==> src/rtl/upsample_read_scheduler.sv <==
// -----------------------------------------------------------------------------
// upsample_read_scheduler
//
// Read-side sequencer for the x2 vertical upsample FIFO. Every buffered input
// row is emitted twice: first non-destructively on the FIFO virtual read
// pointer, then again on the real pointer, which pops it. Between the two
// passes the FIFO pointer_select is toggled and one settle cycle lets the
// FIFO output register present the real-pointer word.
//
// Ports
//   system_clk         clock
//   rst                asynchronous, active-high reset
//   start              one-cycle pulse; latches row_words/row_count, begins layer
//   row_words          128-bit words per input row (1..2047)
//   row_count          input rows in the layer
//   ds_ready           downstream can accept a word this cycle
//   fifo_almost_empty  FIFO count < threshold (a full row is not yet buffered)
//   fifo_empty         FIFO has no word on the selected pointer
//   fifo_rden          FIFO read enable / pop
//   fifo_change_point  one-cycle pulse toggling FIFO pointer_select
//   fifo_threshold     FIFO almost_empty_threshold (latched row_words)
//   out_valid          FIFO o_rddata is a valid output word (same as fifo_rden)
//   out_pass           0 = first copy of the row, 1 = second copy
//   out_last           last word of the last output row
//   busy               layer in progress
//   done               one-cycle pulse at layer end
// -----------------------------------------------------------------------------
module upsample_read_scheduler #(
   parameter int ROW_W = 11,
   parameter int CNT_W = 10
) (
   input  logic             system_clk,
   input  logic             rst,
   input  logic             start,
   input  logic [ROW_W-1:0] row_words,
   input  logic [CNT_W-1:0] row_count,
   input  logic             ds_ready,
   input  logic             fifo_almost_empty,
   input  logic             fifo_empty,
   output logic             fifo_rden,
   output logic             fifo_change_point,
   output logic [ROW_W-1:0] fifo_threshold,
   output logic             out_valid,
   output logic             out_pass,
   output logic             out_last,
   output logic             busy,
   output logic             done
);

   typedef enum logic [2:0] {
      S_IDLE,
      S_WAIT,
      S_PASS0,
      S_SW0,
      S_SETTLE0,
      S_PASS1,
      S_SW1,
      S_DONE
   } state_e;

   state_e           state_q,    state_d;
   logic [ROW_W-1:0] words_q,    words_d;     // latched row_words
   logic [CNT_W-1:0] rows_q,     rows_d;      // latched row_count
   logic [ROW_W-1:0] word_cnt_q, word_cnt_d;
   logic [CNT_W-1:0] row_cnt_q,  row_cnt_d;
   logic             sel_q,      sel_d;       // mirror of FIFO pointer_select

   logic last_word;
   logic last_row;
   logic rd_en;

   // Latched config is never zero once a pass is entered, so the -1 cannot
   // underflow where these compares matter.
   assign last_word = (word_cnt_q == words_q - ROW_W'(1));
   assign last_row  = (row_cnt_q  == rows_q  - CNT_W'(1));

   // NOTE: every signal written here gets a default first, so no path
   // through the case can leave one unassigned and infer a latch.
   always_comb begin
      state_d           = state_q;
      words_d           = words_q;
      rows_d            = rows_q;
      word_cnt_d        = word_cnt_q;
      row_cnt_d         = row_cnt_q;
      sel_d             = sel_q;
      rd_en             = 1'b0;
      fifo_change_point = 1'b0;
      done              = 1'b0;

      case (state_q)
         S_IDLE: begin
            if (start) begin
               words_d    = row_words;
               rows_d     = row_count;
               word_cnt_d = '0;
               row_cnt_d  = '0;
               state_d    = S_WAIT;
            end
         end

         // A zero-sized layer is detected here, on the latched config, so it
         // costs the same fixed 2-cycle overhead as a real layer.
         S_WAIT: begin
            if (words_q == '0 || rows_q == '0) begin
               state_d = S_DONE;
            end else if (!fifo_almost_empty) begin
               word_cnt_d = '0;
               state_d    = S_PASS0;
            end
         end

         // Both passes share the read rule; a stall simply holds word_cnt.
         S_PASS0, S_PASS1: begin
            rd_en = ds_ready & ~fifo_empty;
            if (rd_en) begin
               if (last_word) begin
                  word_cnt_d = '0;
                  state_d    = (state_q == S_PASS0) ? S_SW0 : S_SW1;
               end else begin
                  word_cnt_d = word_cnt_q + ROW_W'(1);
               end
            end
         end

         S_SW0: begin
            fifo_change_point = 1'b1;
            sel_d             = ~sel_q;
            state_d           = S_SETTLE0;
         end

         // Idle cycle: FIFO output register reloads from the real pointer.
         S_SETTLE0: begin
            word_cnt_d = '0;
            state_d    = S_PASS1;
         end

         // When the next row is already buffered, skip WAIT so the row gap
         // is exactly this one cycle.
         S_SW1: begin
            fifo_change_point = 1'b1;
            sel_d             = ~sel_q;
            row_cnt_d         = row_cnt_q + CNT_W'(1);
            if (last_row) begin
               state_d = S_DONE;
            end else if (fifo_almost_empty) begin
               state_d = S_WAIT;
            end else begin
               word_cnt_d = '0;
               state_d    = S_PASS0;
            end
         end

         S_DONE: begin
            done    = 1'b1;
            state_d = S_IDLE;
         end

         default: state_d = S_IDLE;
      endcase
   end

   // NOTE: sequential state uses non-blocking assignments so every register
   // samples the pre-edge value of every other register.
   always_ff @(posedge system_clk or posedge rst) begin
      if (rst) begin
         state_q    <= S_IDLE;
         words_q    <= '0;
         rows_q     <= '0;
         word_cnt_q <= '0;
         row_cnt_q  <= '0;
         sel_q      <= 1'b0;
      end else begin
         state_q    <= state_d;
         words_q    <= words_d;
         rows_q     <= rows_d;
         word_cnt_q <= word_cnt_d;
         row_cnt_q  <= row_cnt_d;
         sel_q      <= sel_d;
      end
   end

   // Read data is first-word-fall-through, so the word is valid with rden.
   assign fifo_rden      = rd_en;
   assign out_valid      = rd_en;
   assign out_pass       = (state_q == S_PASS1);
   assign out_last       = rd_en && (state_q == S_PASS1) && last_word && last_row;
   assign busy           = (state_q != S_IDLE);
   assign fifo_threshold = words_q;

endmodule

==> config.mk <==
export PLATFORM = sky130hd
export DESIGN_NAME = upsample_read_scheduler
export DESIGN_NICKNAME = d
export VERILOG_FILES = /design/src/rtl/upsample_read_scheduler.sv
export SDC_FILE = /design/constraint.sdc
export NUM_CORES = 1
export LEC_CHECK = 0
export CAP_MARGIN = 20
export CORE_UTILIZATION = 59
export DETAILED_ROUTE_END_ITERATION = 6
export MAX_ROUTING_LAYER = met4
export PLACE_DENSITY = 0.86
export SYNTH_ARGS = -nofsm -noshare
export SYNTH_HDL_FRONTEND = slang
export SYNTH_SLANG_ARGS = --single-unit
==> constraint.sdc <==
create_clock -name system_clk -period 4.85 [get_ports system_clk]
set_input_delay 0.7275 -clock system_clk [delete_from_list [all_inputs] [get_ports system_clk]]
set_output_delay 0.7275 -clock system_clk [all_outputs]
set_load 0.05 [all_outputs]
==> flow_summary.ini <==
[run_status]
status = complete, no violations

[detailed_routing]
vias = 2940
initialDrtViolationCount = 199
via_per_inst = 6.151
wl_per_cell_um = 16.23
wl_mm = 7.756
dr.pass1.iters = 6
antenna_left = 0
drcViolationCount = 0

[global_routing]
grt_pass1_vias = 2837
grt_overflow = 0
antenna_found_initial = 0
grt_max_degree = 46
grt_usage = 0.3141
grt_pass1_wl_mm = 12.79

[worst_setup_path]
cp-start-kind = flip-flop
reg2reg_depth = 9
endpoint = out_last
cp-end-kind = output port
worst_ep_required_time_ns = 4.12
path_max_fanout = 7
startpoint = fifo_threshold[2]
arrival_ns = 3.55
r2r_start = rows_q[0]
path_class = flip-flop to output port
rrSetupSlack_ns = 1.28
regToRegEndpoint = word_cnt_q[3]

[clocking]
cts_sinks = 45
cts_root_buffer = clkbuf_8
clkLatencyLatePin_ns = 0.31
cts_tree = done
cts_setup_buffers = 0
cts_resized = 0
clk_path_buf_depth = 2
cts-buffers-inserted = 5
htreeDepth = 2
cts_hold_buf = 0
clk_pin_slew_worst_paths_ns = 0.09

[cells_and_area]
layout_common_cells = nand2_1, dfrtp_1, clkdlybuf4s50_1
fillers = 385
utilization = 0.7432
n_antenna_cell = 0
final_common_cell = nand2_1
fin_nets = 441
syn_to_final_growth_pct = 17.60
drive_above_1_share = 0.04866

[timing]
max_freq_mhz = 233.6
rsz0062_at_grt = no
finalClockSkew_ns = 0.008734
worst_pin_slew_ns = 1.036
min_period_ns = 4.281
setup_slack_ns = 0.5692
maxSlewHeadroom = 0.3027
finalSetupViolations = 0
period_share = 0.8826
fin_tns_setup_ns = 0
hold_viol = 0
drv_slew = 0

[pwr]
power.leakage_uw = 0.001503
irDropWorstVdd_v = 0.0003837
power-per-cell-area_nw_per_um2 = 613.3

[synthesis]
synth_area_leaders = dfrtp_1, nand2_1, o21ai_0
async_flop_share = 1.000
ys_seq_area_frac = 0.3675
synth-main-ff-cell = dfrtp_1
synth.distinct_cells = 58
synth_nets = 411
syn_avg_cell_area_um2 = 8.064
synth_edf_count = 0
yosysTopAreaCellShare = 0.3675
ys_warn_count = 0
ys_seq_elements = 45
syn_inst = 380
synth_top_cell_by_area = dfrtp_1
netlist_area_um2 = 3064

[floorplan]
die_w_um = 74.07
rows = 25
die_area_um2 = 5486
coreArea_um2 = 4848
start_util = 0.6320
ios = 45
die_height_um = 74.07

[place]
dp_slack_ns = 0.5435
port-buffer-count = 44
dp_hpwl_mm = 5.525
gp_congestion = 0.8610

[worst_hold_path]
hp-class = flip-flop to flip-flop

[flow_run]
maxCapViolations = 0
[registers in the layout (all words and copies together), names as in the netlist]
name / cells
rows_q: 10
state_q: 3
row_cnt_q: 10
word_cnt_q: 11
fifo_threshold: 11
[report_power, final]
group          leakage [µW]  switching (µW)  internal, µW
clock             0.0000542             130           129
combinational      0.000859             797           482
sequential         0.000590             190           482
total               0.00150            1120          1090
[per-stage QoR]
step           hold WS [ns]  std cells  cell area (µm²)  power, µW
2_1_floorplan        0.4778        380             3065       1605
3_3_place_gp         0.4952        470             3500       1896
3_5_place_dp         0.5234        470             3500       1939
4_1_cts              0.5381        478             3601       2200
5_1_grt              0.5774        478             3603       2362
6_report             0.5352        478             3603       2210
[synthesized netlist by cell type, drive strengths merged (7+ instances only)]
library cell	n
nand2	81
xnor2	14
nand4	13
o21ai	29
xor2	9
inv	23
nand3	14
dfrtp	45
nor2	20
nor3	8
o22ai	9
a211oi	11
o31ai	7
clkbuf	18
[how the worst min path moves through the flow]
stage | startpoint | to | slack (ns) | cells after the start
floorplan | row_cnt_q[9] | row_cnt_q[9] | 0.48 | 1
detailed placement | rows_q[6] | rows_q[6] | 0.52 | 2
CTS | row_cnt_q[9] | row_cnt_q[9] | 0.54 | 1
global route | rows_q[9] | rows_q[9] | 0.58 | 2
global placement | row_cnt_q[9] | row_cnt_q[9] | 0.50 | 1
finish | row_cnt_q[9] | row_cnt_q[9] | 0.54 | 1
[cell families after synthesis]
kind of cell | Yosys count | synth area share
AOI/OAI and AO/OA | 87 | 0.2058
xor gates and xnor gates | 23 | 0.06574
adders and majority gates | 4 | 0.01633
buffers and inverters | 46 | 0.06247
DFF | 45 | 0.3675
muxes | 3 | 0.009800
and+or+nand+nor | 172 | 0.2724
[critical path, stage by stage (launching register included)]
cell	delay [ns]
dfrtp_1	0.46
nor4_1	0.91
nand4b_1	0.27
xnor2_1	0.20
nor4_1	0.30
o21ai_0	0.15
a2111oi_1	0.46
dlymetal6s2s_1	0.49
[area by class of cell]
cell class | instances | area (µm²) | area share
Inverter | 23 | 86.33 | 0.02396
Multi-Input combinational cell | 289 | 1748 | 0.4851
Clock inverter | 1 | 5.005 | 0.001389
Tap cell | 67 | 83.83 | 0.02326
Timing Repair Buffer | 46 | 457.9 | 0.1271
Clock buffer | 7 | 96.34 | 0.02674
Sequential cell | 45 | 1126 | 0.3125
[metal layers]
| metal | vias to the layer above | wire length [µm] | global-route usage |
|---|---|---|---|
| met5 | - | 0 | - |
| met4 | 0 | 153 | 0.1389 |
| met3 | 18 | 523 | 0.05691 |
| met2 | 117 | 3658 | 0.4879 |
| met1 | 1397 | 3421 | 0.4000 |
| li1 | 1408 | - | - |
Power figures use the tool's default switching activity.
